===== config.mk =====
export PLATFORM = sky130hd
export DESIGN_NAME = osc_tick_divider_flat
export DESIGN_NICKNAME = d
export VERILOG_FILES = /design/src/rtl/osc_div_pkg.sv /design/src/rtl/osc_tick_divider_if.sv /design/src/rtl/osc_tick_divider.sv /design/src/flat_wrapper.sv
export SDC_FILE = /design/constraint.sdc
export NUM_CORES = 1
export LEC_CHECK = 0
export ABC_AREA = 1
export CAP_MARGIN = 15
export CORE_MARGIN = 4
export CORE_UTILIZATION = 39
export DETAILED_ROUTE_END_ITERATION = 12
export PLACE_DENSITY_LB_ADDON = 0.3
export SKIP_CTS_REPAIR_TIMING = 1
export SLEW_MARGIN = 20
export SYNTH_ARGS = -nofsm -noshare
export SYNTH_HDL_FRONTEND = slang
export SYNTH_SLANG_ARGS = --single-unit
export TNS_END_PERCENT = 1

===== constraint.sdc =====
create_clock -name clk -period 3.8 [get_ports clk]
set_input_delay 0.95 -clock clk [delete_from_list [all_inputs] [get_ports clk]]
set_output_delay 0.95 -clock clk [all_outputs]
set_load 0.005 [all_outputs]

===== src/rtl/osc_div_pkg.sv =====
// Shared timebase constants for the oscillator tick divider.
// half_for_hz() turns a target sq_out frequency into a half-period.
package osc_div_pkg;

  localparam int OSC_HZ       = 48_000_000;
  localparam int DIV_W        = 24;
  localparam int CNT_W        = 8;
  localparam int DEFAULT_HALF = 10_000_000;

  function automatic int half_for_hz(input int hz);
    return OSC_HZ / (2 * hz);
  endfunction

endpackage


===== src/rtl/osc_tick_divider_if.sv =====
// Control and output bundle of the tick divider.
// The master drives en/load/half_period, the divider returns the outputs.
interface osc_tick_divider_if
  import osc_div_pkg::*;
#(
  parameter int DIV_W = osc_div_pkg::DIV_W,
  parameter int CNT_W = osc_div_pkg::CNT_W
);

  logic             en;
  logic             load;
  logic [DIV_W-1:0] half_period;
  logic             tick;
  logic             sq_out;
  logic [CNT_W-1:0] toggles;

  modport master (
    output en,
    output load,
    output half_period,
    input  tick,
    input  sq_out,
    input  toggles
  );

  modport slave (
    input  en,
    input  load,
    input  half_period,
    output tick,
    output sq_out,
    output toggles
  );

endinterface


===== src/rtl/osc_tick_divider.sv =====
// Programmable divider of the HF oscillator clock into a one-cycle tick
// and a 50% square wave; half-period counted in enabled cycles only.
module osc_tick_divider
  import osc_div_pkg::*;
#(
  parameter int DIV_W        = osc_div_pkg::DIV_W,
  parameter int DEFAULT_HALF = osc_div_pkg::DEFAULT_HALF,
  parameter int CNT_W        = osc_div_pkg::CNT_W
) (
  input  logic                clk,
  input  logic                reset,
  osc_tick_divider_if.slave   bus
);

  localparam logic [DIV_W-1:0] DEF_HALF = DIV_W'(DEFAULT_HALF);
  localparam logic [DIV_W-1:0] ONE      = DIV_W'(1);

  logic [DIV_W-1:0] count;
  logic [DIV_W-1:0] half_reg;
  logic [DIV_W-1:0] half_new;
  logic             tick_q;
  logic             sq_q;
  logic [CNT_W-1:0] tog_q;
  logic             term;

  // A zero half-period would never match; clamp it to the fastest rate.
  assign half_new = (bus.half_period == '0) ? ONE : bus.half_period;
  assign term     = (count == half_reg - ONE);

  always_ff @(posedge clk or negedge reset) begin
    if (!reset) begin
      count    <= '0;
      half_reg <= DEF_HALF;
      tick_q   <= 1'b0;
      sq_q     <= 1'b0;
      tog_q    <= '0;
    end else if (bus.load) begin
      half_reg <= half_new;
      count    <= '0;
      tog_q    <= '0;
      tick_q   <= 1'b0;
    end else if (bus.en) begin
      if (term) begin
        count  <= '0;
        tick_q <= 1'b1;
        sq_q   <= ~sq_q;
        tog_q  <= tog_q + CNT_W'(1);
      end else begin
        count  <= count + ONE;
        tick_q <= 1'b0;
      end
    end else begin
      tick_q <= 1'b0;
    end
  end

  assign bus.tick    = tick_q;
  assign bus.sq_out  = sq_q;
  assign bus.toggles = tog_q;

endmodule

===== src/flat_wrapper.sv =====
// flat-port wrapper written by rule: the top's interface ports become plain ports
module osc_tick_divider_flat import osc_div_pkg::*;
#(
  parameter int DIV_W        = osc_div_pkg::DIV_W,
  parameter int DEFAULT_HALF = osc_div_pkg::DEFAULT_HALF,
  parameter int CNT_W        = osc_div_pkg::CNT_W
)
  (clk, reset, bus_en, bus_load, bus_half_period, bus_tick, bus_sq_out, bus_toggles);
  osc_tick_divider_if #(.DIV_W(DIV_W), .CNT_W(CNT_W)) bus_i ();
  input  logic clk;
  input  logic reset;
  input wire logic [$bits(bus_i.en)-1:0] bus_en;
  input wire logic [$bits(bus_i.load)-1:0] bus_load;
  input wire logic [$bits(bus_i.half_period)-1:0] bus_half_period;
  output wire logic [$bits(bus_i.tick)-1:0] bus_tick;
  output wire logic [$bits(bus_i.sq_out)-1:0] bus_sq_out;
  output wire logic [$bits(bus_i.toggles)-1:0] bus_toggles;
  assign bus_i.en = bus_en;
  assign bus_i.load = bus_load;
  assign bus_i.half_period = bus_half_period;
  assign bus_tick = bus_i.tick;
  assign bus_sq_out = bus_i.sq_out;
  assign bus_toggles = bus_i.toggles;
  osc_tick_divider #(.DIV_W(DIV_W), .DEFAULT_HALF(DEFAULT_HALF), .CNT_W(CNT_W)) u_core (.clk(clk), .reset(reset), .bus(bus_i));
endmodule

==> metrics.txt <==
Hold Crit Class=reg -> reg; Initial Utilization=approximately two fifths; CP Launch Type=primary input; clock-pin slew on the worst setup and hold paths=0.07 ns; Compound-Gate Fraction of Synth Area=2.44%; post-synth cell types=32; Yosys Warn Count=0; global route total overflow=0; post-synth top area cell=dfrtp_1; maxcap violations=0; ys flop type=dfrtp_1; final setup vio count=0; num rows=36; Clock Latency Late Sink=0.35 ns; Final Cycle Share=between 70% and 80%; post-synthesis adder-cell area fraction=less than 1%; ratio of cells with drive above 1 in the final layout=11.5%; routed vias/inst=4.84; Synth Cell Area=between 0.004 and 0.005 mm²; Worst Setup End Kind=flop; Area after DPL=between 0.004 and 0.005 mm²; Fmax=0.351 GHz; CTS tree=done; largest net degree at the start of global routing=36; endpoints failing hold=0; final max-slew violation count=0; synthesis-to-layout area growth=17.5%; Post-synth EDFFs=0; Final TNS setup=0 ns; placed cells=approximately 740; Synth top area share=30.9%; skew final=roughly 0.012 ns; fin area=0.00476 mm²; Synth area leaders=dfrtp_1 (31%), nand2_1 (18%), inv_1 (6.2%); post-synthesis mux area share=0%; fraction of synthesized cell area in xor and xnor cells=about 9.9%; IO buf count=37; Async S/R FF share, synth=100%; first-pass GRT wire length=17.1 mm; CP arrival=between 3 and 4 ns; GPL Wtd Cong=just over 0.9; most frequent cell after synthesis=nand2_1; CP required=a little over 4 ns; worst slack at placement=between 0.6 and 0.7 ns; hpwl dp=8.15 mm; Routed Antenna Nets=0; Max FO, Critical Path=7; nets@finish=roughly 650; Min Hold Slack=0.484 ns; DIE AREA=roughly 0.012 mm²; PnR worst setup slack=roughly 0.95 ns; largest family of logic cells by synthesized area=simple AND/OR/NAND/NOR gates; clock period minus worst slack=2.85 ns; Post-Synth Simple-Gate Area=42.3%; outcome=finished, final reports clean; sequential element share of the synthesized area=about 36%; n_diodes=0; CTS Buf Count=9; DR iter-0 viols=between 200 and 300; Final Util=around 48%; Root Driver=clkbuf_8; clock buffer depth=2; count of state elements after synthesis=just under 60; number of global-route vias before repair=about 3500; drt first pass iters=5; unrepaired setup endpoints after global routing=no; top post-synthesis cells by count=nand2_1 (194), inv_1 (67), nor2_1 (62), dfrtp_1 (50), nand3_1 (38); Die Span Y=around 110 µm; GR Util All Layers=18.4%; syn nets=~610; fin cells=758; power per cell area=between 300 and 400 mW/mm²; CORE AREA=~0.010 mm²; Tot Pwr=1.63 mW; crit path kind=in -> reg; WL/cell=between 10 and 15 µm; syn avg cell area=about 7 µm²; leakage power=roughly 2.3 nW; Peak VDD IR=0.000179 V; # DRC=0; post-synthesis cell count=between 500 and 600; Top-Level Pins=38; slew margin rel.=around 50%; final WL=between 10 and 15 mm; Vias=3668; number of antenna violations at the first check in global routing=0; H-tree levels=3; Tightest Pin Transition=approximately 0.74 ns; die width=approximately 110 µm; # clock sinks=between 50 and 60
cells by family (layout without fill, tap and decap cells):
family | count (synthesis) | after routing
AND/OR/NAND/NOR | 373 | 373
buffers and inverters | 80 | 127
flip-flops | 58 | 58
XOR/XNOR | 46 | 46
AO/OA/AOI/OAI | 18 | 18
adder cells (fa/ha/maj) | 3 | 3
layout make-up:
type	count	area (µm²)
flip-flops and latches	58	1460
inverters	69	259
well taps	133	166
fillers	989	5190
clock buffers	11	141
repair buffers	42	403
multi-input cells	440	2250
clock inverters	5	77.6
report_power, final:
part	total (mW)	switching (mW)	internal, mW
clock network	0.646	0.261	0.385
registers	0.701	0.0464	0.655
logic	0.282	0.173	0.109
total	1.63	0.481	1.15
per-layer routing:
metal	track usage [%]	share of wire, %	vias to the layer above
li1	-	-	1879
met4	6.95	2.3	0
met3	3.35	4.6	22
met5	0	0	-
met1	25.0	48	1682
met2	29.2	45	85
worst max-delay path, cell delays in order:
cell and delay, ns:
clkdlybuf4s50_1 0.67, nor2_1 0.13, buf_4 0.18, nor2_1 0.10, nand4_1 0.17, nor2_1 0.20, nand2_1 0.13, nor2_1 0.17
nand3_1 0.11, xnor2_1 0.15, inv_1 0.06, nor2_2 0.09
path summary, 6_finish.rpt:
path / from / end / slack [ns] / cells after the start
worst min register to register: u_core.half_reg[23]$_DFFE_PN1P_ / u_core.half_reg[23]$_DFFE_PN1P_ / 0.48 / 2
worst max-delay path: bus_en / u_core.count[21]$_DFFE_PN0P_ / 0.95 / 12
min in group asynchronous: reset / u_core.count[2]$_DFFE_PN0P_ / 0.59 / 1
worst min-delay path: u_core.half_reg[23]$_DFFE_PN1P_ / u_core.half_reg[23]$_DFFE_PN1P_ / 0.48 / 2
max in group asynchronous: reset / u_core.half_reg[15]$_DFFE_PN1P_ / 2.31 / 2
worst max register to register: u_core.half_reg[0]$_DFFE_PN0P_ / u_core.count[9]$_DFFE_PN0P_ / 1.32 / 15
cell usage in the layout, fill, tap and decap left out, drive strengths merged:
cell,n
nand2,200
nor2,95
inv,68
dfrtp,50
nand3,39
clkdlybuf4s50,36
xnor2,23
xor2,23
nand4,16
o21ai,13
clkbuf,11
nand3b,9
dfstp,8
nor4,7
nor3,6
buf,6
a21oi,3
ha,3
clkinv,3
bufinv,2
and2,1
o21bai,1
a22oi,1
clkinvlp,1
No activity file was read; power rests on OpenSTA's default activity.
==> RTL change (same settings) <==
`CNT_W`: 8 -> 10.
--- a/src/rtl/osc_div_pkg.sv
+++ b/src/rtl/osc_div_pkg.sv
@@ -6,3 +6,3 @@
   localparam int DIV_W        = 24;
-  localparam int CNT_W        = 8;
+  localparam int CNT_W        = 10;
   localparam int DEFAULT_HALF = 10_000_000;
Interface: changed (resized bus_toggles); port bits go from 38 to 40. The function was not compared with the original's and may differ.
==> RTL change against the unedited design <==
Critical path depth up 1; die area up 8.6%; critical path type is now reg2reg; area after synthesis up 9.3%; synthesized cell count up 14%; combinational power up 8.5%; register-to-register slack worse by 0.35 ns; critical endpoint is now u_core.count[4]; sequential cell count up 2; cell area up 8.6%; setup slack better by 0.017 ns; clock skew down 0.0069 ns; count of clock-buffer cells in the layout down 1; wire length up 6.5%; total power up 8.3%.
==> RTL change: results (changes against the unedited design) <==
status finished, final reports clean; mean post-synth cell area 6.73 um2 (-4.0%); vias in the first global route 3,979 (+13%); HPWL after DPL 8780 um (+7.7%); Hold WS 0.475 ns (-0.00909 ns); pre-CTS setup slack 0.766 ns (+0.149 ns); Root Buffer clkbuf_16; Achievable Freq 0.353 GHz (+0.60%); fraction of layout cells with a size suffix above 1 0.0963 (-0.0189); CP peak stage delay 0.37 ns (-0.30 ns); GP Congestion 0.860 (-7.6%); I/O Buffers 39 (+5.4%); critical path fanouts, max 16 (+9); gr usage total 0.180 (-0.00395); clk_lat worst skew 0.33 ns (-0.02 ns); Cell variety after synth 34 (+6.3%); Leakage 2.51 nW (+10%); relative slew slack 0.454 (-0.0502); CP max-delay cell dfrtp_1; Crit Path Category reg2reg; Pre-Repair DR Iteration Count 7 (+2); DR vias/cell 5.05 (+4.4%); CTS clk-pin slew, worst paths 0.05 ns (-0.02 ns); placed cell area 0.00489 mm2 (+7.7%); routed length per instance 13.3 um (-3.5%); fillers 1,101 (+11%)
-- RTL change: changes by cell type after synthesis, moves of 4 or more --
cell	unedited run	this run
nor2_2	26	22
nand3_1	38	57
nor2_1	62	76
xor2_1	23	28
nand2_1	194	215
clkbuf_1	6	10
nand4_1	16	30
-- RTL change: layer usage --
layer	global-route usage	vias to the layer above	routed length, um	share of wire
met1	0.246	1967	5320	0.48
met4	0.0491	0	149	0.013
met3	0.0301	12	483	0.043
met5	0	-	0	0
li1	-	2151	-	-
met2	0.296	95	5170	0.46
-- RTL change: worst max-delay path, delay by kind of cell, from the launching register on --
kind | cells | cell delay [ns]
simple gates | 11 | 1.85
flops | 1 | 0.37
fa+ha+maj | 1 | 0.29
buf+inv | 1 | 0.19
-- RTL change: layout make-up --
type	count	area share
repair buffers	42	0.0789
multi-input cells	506	0.489
well taps	140	0.0339
inverters	72	0.0523
flip-flops and latches	60	0.292
clock inverters	6	0.00774
clock buffers	10	0.0462
-- RTL change: where the power goes --
part	internal [mW]	leakage [nW]	total [mW]	switching [mW]
clock	0.456	0.138	0.738	0.282
combinational	0.113	1.59	0.306	0.193
sequential	0.678	0.778	0.721	0.0437
total	1.25	2.51	1.77	0.519
-- RTL change: final timing paths --
path	cells after the start	end
worst max-delay path	13	u_core.count[4]
worst min-delay path	2	u_core.half_reg[23]
worst max register to register	13	u_core.count[4]
worst min register to register	2	u_core.half_reg[23]
max in group asynchronous	2	u_core.count[6]
min in group asynchronous	2	u_core.half_reg[3]
-- RTL change: kinds of logic after synthesis --
family	share of synthesized area
buffers and inverters	0.0879
AND/OR/NAND/NOR	0.445
adder cells (fa/ha/maj)	0.00848
flip-flops	0.341
XOR/XNOR	0.0949
AO/OA/AOI/OAI	0.0223
